--- src/rtl/obi_rr_arbiter_pkg.sv ---
// Shared constants and helpers for the OBI round-robin arbiter slice.
package obi_rr_arbiter_pkg;

    localparam int unsigned DefaultNumMgr         = 2;
    localparam int unsigned DefaultAddrWidth      = 32;
    localparam int unsigned DefaultDataWidth      = 32;
    localparam int unsigned DefaultMaxOutstanding = 2;

    // Increment an index and wrap it back to zero at the modulus.
    function automatic int unsigned wrap_inc(input int unsigned idx, input int unsigned modulus);
        return (idx + 1 >= modulus) ? 0 : idx + 1;
    endfunction

endpackage

--- src/rtl/obi_id_fifo.sv ---
// In-order FIFO that remembers which manager owns each outstanding transaction.
module obi_id_fifo
    import obi_rr_arbiter_pkg::*;
#(
    parameter int unsigned Depth = DefaultMaxOutstanding,
    parameter int unsigned Width = 1,
    localparam int unsigned CntWidth = $clog2(Depth + 1)
) (
    input  logic                core_clk_i,
    input  logic                rstn_i,
    input  logic                push,
    input  logic                pop,
    input  logic [Width-1:0]    din,
    output logic [Width-1:0]    head,
    output logic [CntWidth-1:0] count
);

    localparam int unsigned PtrWidth = (Depth > 1) ? $clog2(Depth) : 1;

    logic [Width-1:0]    mem_q [Depth];
    logic [PtrWidth-1:0] wr_ptr_q;
    logic [PtrWidth-1:0] rd_ptr_q;
    logic [CntWidth-1:0] count_q;
    logic                pop_eff;

    // Popping an empty FIFO is ignored so the occupancy can never underflow.
    assign pop_eff = pop && (count_q != '0);
    assign head    = mem_q[rd_ptr_q];
    assign count   = count_q;

    // Storage carries no reset; only the pointers and occupancy define validity.
    always_ff @(posedge core_clk_i) begin
        if (push) begin
            mem_q[wr_ptr_q] <= din;
        end
    end

    // Wrap-around pointers and occupancy; push plus pop leaves the count unchanged.
    always_ff @(posedge core_clk_i or negedge rstn_i) begin
        if (!rstn_i) begin
            wr_ptr_q <= '0;
            rd_ptr_q <= '0;
            count_q  <= '0;
        end else begin
            if (push) begin
                wr_ptr_q <= PtrWidth'(wrap_inc(32'(wr_ptr_q), Depth));
            end
            if (pop_eff) begin
                rd_ptr_q <= PtrWidth'(wrap_inc(32'(rd_ptr_q), Depth));
            end
            if (push && !pop_eff) begin
                count_q <= count_q + CntWidth'(1);
            end else if (!push && pop_eff) begin
                count_q <= count_q - CntWidth'(1);
            end
        end
    end

    // The arbiter gates requests on occupancy, so a push into a full FIFO is a design bug.
    assert property (@(posedge core_clk_i) disable iff (!rstn_i)
        push |-> (count_q < CntWidth'(Depth)));

endmodule

--- src/rtl/obi_rr_arbiter.sv ---
// Round-robin arbiter sharing one OBI subordinate between several managers,
// with an ID FIFO routing in-order responses back to their owners.
module obi_rr_arbiter
    import obi_rr_arbiter_pkg::*;
#(
    parameter int unsigned NumMgr         = DefaultNumMgr,
    parameter int unsigned AddrWidth      = DefaultAddrWidth,
    parameter int unsigned DataWidth      = DefaultDataWidth,
    parameter int unsigned MaxOutstanding = DefaultMaxOutstanding,
    localparam int unsigned IdxWidth      = $clog2(NumMgr)
) (
    input  logic                                core_clk_i,
    input  logic                                rstn_i,
    input  logic [NumMgr-1:0]                   m_req_i,
    output logic [NumMgr-1:0]                   m_gnt_o,
    input  logic [NumMgr-1:0][AddrWidth-1:0]    m_addr_i,
    input  logic [NumMgr-1:0]                   m_we_i,
    input  logic [NumMgr-1:0][DataWidth-1:0]    m_wdata_i,
    input  logic [NumMgr-1:0][DataWidth/8-1:0]  m_be_i,
    output logic [NumMgr-1:0]                   m_rvalid_o,
    output logic [NumMgr-1:0][DataWidth-1:0]    m_rdata_o,
    output logic [NumMgr-1:0]                   m_err_o,
    output logic                                s_req_o,
    input  logic                                s_gnt_i,
    output logic [AddrWidth-1:0]                s_addr_o,
    output logic                                s_we_o,
    output logic [DataWidth-1:0]                s_wdata_o,
    output logic [DataWidth/8-1:0]              s_be_o,
    input  logic                                s_rvalid_i,
    input  logic [DataWidth-1:0]                s_rdata_i,
    input  logic                                s_err_i,
    output logic                                proto_err_o
);

    localparam int unsigned CntWidth = $clog2(MaxOutstanding + 1);

    logic [IdxWidth-1:0] rr_q;
    logic                lock_q;
    logic [IdxWidth-1:0] lock_idx_q;
    logic                proto_err_q;

    logic [IdxWidth-1:0] sel;
    logic                found;
    int unsigned         cand;
    logic                handshake;
    logic                resp_pop;
    logic                spurious;
    logic [IdxWidth-1:0] fifo_head;
    logic [CntWidth-1:0] fifo_count;

    // Pick the first requester at or after the rr pointer; a stalled address phase stays locked.
    always_comb begin
        sel   = rr_q;
        found = 1'b0;
        cand  = 0;
        for (int unsigned i = 0; i < NumMgr; i++) begin
            cand = (32'(rr_q) + i) % NumMgr;
            if (!found && m_req_i[IdxWidth'(cand)]) begin
                sel   = IdxWidth'(cand);
                found = 1'b1;
            end
        end
        if (lock_q) begin
            sel = lock_idx_q;
        end
    end

    // Occupancy gating deliberately ignores a same-cycle pop so fullness is decided by state alone.
    assign s_req_o   = rstn_i && (|m_req_i) && (fifo_count < CntWidth'(MaxOutstanding));
    assign handshake = s_req_o && s_gnt_i;
    assign s_addr_o  = m_addr_i[sel];
    assign s_we_o    = m_we_i[sel];
    assign s_wdata_o = m_wdata_i[sel];
    assign s_be_o    = m_be_i[sel];

    assign resp_pop  = s_rvalid_i && (fifo_count != '0);
    assign spurious  = s_rvalid_i && (fifo_count == '0);
    assign m_rdata_o = {NumMgr{s_rdata_i}};
    assign proto_err_o = proto_err_q;

    // Only the selected manager sees the grant of a completed handshake.
    always_comb begin
        m_gnt_o = '0;
        if (handshake) begin
            m_gnt_o[sel] = 1'b1;
        end
    end

    // Route the response strobe and error to the owner at the FIFO head.
    always_comb begin
        m_rvalid_o = '0;
        m_err_o    = '0;
        if (resp_pop) begin
            m_rvalid_o[fifo_head] = 1'b1;
            m_err_o[fifo_head]    = s_err_i;
        end
    end

    // Advance the rr pointer on handshake, hold a stalled selection, and latch protocol errors.
    always_ff @(posedge core_clk_i or negedge rstn_i) begin
        if (!rstn_i) begin
            rr_q        <= '0;
            lock_q      <= 1'b0;
            lock_idx_q  <= '0;
            proto_err_q <= 1'b0;
        end else begin
            if (handshake) begin
                rr_q   <= IdxWidth'(wrap_inc(32'(sel), NumMgr));
                lock_q <= 1'b0;
            end else if (s_req_o) begin
                lock_q     <= 1'b1;
                lock_idx_q <= sel;
            end
            if (spurious) begin
                proto_err_q <= 1'b1;
            end
        end
    end

    obi_id_fifo #(
        .Depth (MaxOutstanding),
        .Width (IdxWidth)
    ) u_id_fifo (
        .core_clk_i (core_clk_i),
        .rstn_i     (rstn_i),
        .push       (handshake),
        .pop        (resp_pop),
        .din        (sel),
        .head       (fifo_head),
        .count      (fifo_count)
    );

endmodule

--- config.mk ---
export PLATFORM = sky130hd
export DESIGN_NAME = obi_rr_arbiter
export DESIGN_NICKNAME = d
export VERILOG_FILES = /design/src/rtl/obi_rr_arbiter_pkg.sv /design/src/rtl/obi_id_fifo.sv /design/src/rtl/obi_rr_arbiter.sv
export SDC_FILE = /design/constraint.sdc
export NUM_CORES = 1
export LEC_CHECK = 0
export BUFFER_PORTS_ARGS = -buffer_cell sky130_fd_sc_hd__buf_2
export CAP_MARGIN = 30
export CORE_AREA = 4 4 120 122
export CTS_BUF_LIST = sky130_fd_sc_hd__clkbuf_16
export DETAILED_ROUTE_END_ITERATION = 10
export DIE_AREA = 0 0 124 126
export PLACE_DENSITY = 0.46
export SLEW_MARGIN = 0
export SYNTH_ARGS = -nofsm -noshare
export SYNTH_HDL_FRONTEND = slang
export SYNTH_HIERARCHICAL = 1
export SYNTH_SLANG_ARGS = --single-unit
--- constraint.sdc ---
create_clock -name core_clk_i -period 3 [get_ports core_clk_i]
set_input_delay 0.15 -clock core_clk_i [delete_from_list [all_inputs] [get_ports core_clk_i]]
set_output_delay 0.15 -clock core_clk_i [all_outputs]
set_load 0.005 [all_outputs]
==> metrics.yaml <==
grt:
  grt_max_degree: 48
  grt_pass1_vias: 2071
  grt_pass1_wl_um: 10500
  gr-total-overflow: 0
  track_usage: 0.0845
  antenna_found_initial: 0
drt:
  postRouteAntennaNets: 0
  routed_wl_um: 7770
  via_per_inst: 3.77
  dr.pass1.iters: 4
  drtIter0Drc: 27
  vias: 1975
  remaining_drc_errors: 0
  route.detailed.wl_per_inst_um: 14.8
logic_synthesis:
  muxShareOfSynthArea: 0.423
  synth_compound_area_frac: 0.0444
  synth_adder_area_share: 0.00662
  synth_top_family_by_area: "multiplexers"
  synth_area_sq_um: 1890
  ys_seq_elements: 10
  synth_xor_area_frac: 0.0232
  synth_nets: 369
  synthDistinctLibCells: 28
  yosysWarnings: 6
  seq_area_frac_synth: 0.138
  avgSynthCellArea_sq_um: 9.89
  synth_cells: 191
  yosys.area_share.simple: 0.0669
die:
  die_w_um: 124
  fp.coreArea_sq_um: 13200
  row_count: 42
  die_h_um: 126
  io_pins: 318
  start_util: 0.143
  die-area_sq_um: 15600
clock_network:
  clock-sinks: 10
  cts-htree-levels: 1
  clock_path_buffers: 2
  path_clk_slew_ps: 40
  clk_latency_ps: 230
  cts_buffers: 3
  cts_resized: 0
  root_buffer: "clkbuf_16"
  tritoncts: "yes"
sta:
  worst_pin_slew_ps: 582
  timing.fmax_mhz: 446
  post-route-period-util: 0.747
  tns_ps: 0
  whs_ps: 140
  fin_crit_ps: 2240
  rsz0062_at_grt: "no"
  fin_ws_ps: 759
  fin_skew_ps: 1.62
  finalSetupViolCount: 0
  hold_viol: 0
  slew_violations: 0
  maxSlewHeadroom: 0.612
place:
  preCtsSetupSlack_ps: 976
  post-dp-hpwl_um: 6920
  portBuffers: 221
  gp_congestion: 0.824
worst_hold_path:
  hp-class: "in -> reg"
layout:
  drive_gt1_frac: 0.868
  final_common_cell: "buf_2"
  num-fill-cells: 1437
  fin_nets: 527
  antennaDiodeCount: 0
  area_growth_pct: 46.1
  final_cell_mix: "buf_2, mux2_2, dfrtp_1, nor2_1, and2_1"
worst_setup_path:
  arrival_ps: 2090
  criticalPathCategory: "reg -> out"
  critPathCaptureType: "output port"
  cpMaxStageDelayCell: "buf_4"
  path_cells: "a21boi_2 -> o31ai_4 -> buf_4 -> mux2_2 -> buf_2"
  required_ps: 2850
  path_max_fanout: 47
  slowest_delay_ps: 510
  cp-start-kind: "register"
job:
  maxCapViolations: 0
power_and_ir_drop:
  power_leakage_nw: 1.42
  p_per_area_nw_per_um2: 733
  total_power_w: 0.00202
  peakVddDrop_uv: 300
run_status:
  outcome: "finished, final reports clean"
==> registers in the layout, summed over array words and instances, names as in the netlist <==
name,flops
lock_idx_q,1
lock_q,1
proto_err_o,1
rr_q,1
u_id_fifo/count,2
u_id_fifo/mem_q,2
u_id_fifo/rd_ptr_q,1
u_id_fifo/wr_ptr_q,1
==> per-layer routing <==
metal	global-route usage	share of wire	vias up
li1	-	-	914
met1	0.0969	0.37	901
met2	0.145	0.47	146
met3	0.0395	0.16	14
met4	0.0135	0.010	0
met5	0	0	-
==> through the flow <==
| step | util | instance area (sq um) | std cells |
|---|---|---|---|
| after floorplan | - | 1890 | 191 |
| after global placement | 0.203 | 2670 | 519 |
| after detailed placement | 0.203 | 2670 | 519 |
| after CTS | 0.209 | 2760 | 524 |
| after global routing | 0.209 | 2760 | 524 |
| final | 0.209 | 2760 | 524 |
==> cells in the mapped netlist <==
master / n / area (sq um)
dfrtp_1: 8 / 200
xor2_1: 3 / 26.3
a31oi_1: 1 / 6.26
a21boi_2: 1 / 11.3
o31ai_4: 1 / 21.3
nor4_1: 1 / 6.26
a311oi_1: 1 / 8.76
o21ai_2: 1 / 8.76
a21o_1: 1 / 7.51
o21a_1: 2 / 15.0
xnor2_1: 2 / 17.5
and3_1: 1 / 6.26
edfxtp_1: 2 / 60.1
or2_2: 2 / 12.5
and2_1: 4 / 25.0
nand3_1: 1 / 5.00
or2b_1: 1 / 7.51
nand2b_1: 1 / 6.26
mux2_2: 71 / 800
nand2_1: 1 / 3.75
nor2b_1: 3 / 18.8
a21oi_1: 1 / 5.00
buf_6: 7 / 78.8
nor2_1: 7 / 26.3
ha_1: 1 / 12.5
nand4b_1: 1 / 8.76
buf_4: 64 / 480
inv_1: 1 / 3.75
==> repair_timing <==
| action | CTS | global route |
|---|---|---|
| setup buffers | 0 | 0 |
| hold buffers | 1 | 0 |
| endpoints found under the hold margin | 8 | 0 |
==> power by group <==
part	leakage (nW)	switching [W]	internal, W
sequential	0.109	0.0000674	0.000199
clock	0.0385	0.0000573	0.000174
combinational	1.27	0.000654	0.000872
==> layout make-up <==
class,instances,area [sq um],share of cell area
Clock inverter,1,3.75,0.00136
Sequential cell,10,260,0.0943
Multi-Input combinational cell,109,1070,0.386
Inverter,1,3.75,0.00136
Tap cell,176,220,0.0798
Timing Repair Buffer,224,1130,0.410
Clock buffer,3,75.1,0.0272
==> worst max-delay path, delay by kind of cell (launching register included) <==
| kind | cells | cell delay (ps) |
|---|---|---|
| compound gates | 2 | 330 |
| buf+inv | 2 | 650 |
| flops | 1 | 410 |
| mux | 1 | 430 |
==> kinds of logic (layout without fill, tap and decap cells) <==
group	Yosys count	after routing
buf+inv	72	229
mux	71	71
simple gates	23	23
flops	10	10
compound gates	9	9
xor+xnor	5	5
fa+ha+maj	1	1
==> worst paths after layout <==
kind | startpoint | endpoint | slack [ps] | cells after the start
min | s_rvalid_i | proto_err_o$_DFFE_PN0P_ | 140 | 2
max | rr_q$_DFFE_PN0P_ | s_wdata_o[24] | 760 | 5
max in group asynchronous | rstn_i | proto_err_o$_DFFE_PN0P_ | 2480 | 2
max reg2reg | u_id_fifo/count[1]$_DFFE_PN0P_ | u_id_fifo/count[1]$_DFFE_PN0P_ | 1310 | 7
min in group asynchronous | rstn_i | u_id_fifo/count[1]$_DFFE_PN0P_ | 320 | 2
min reg2reg | proto_err_o$_DFFE_PN0P_ | proto_err_o$_DFFE_PN0P_ | 450 | 1
Note: power is estimated with default switching activity, not from simulation.
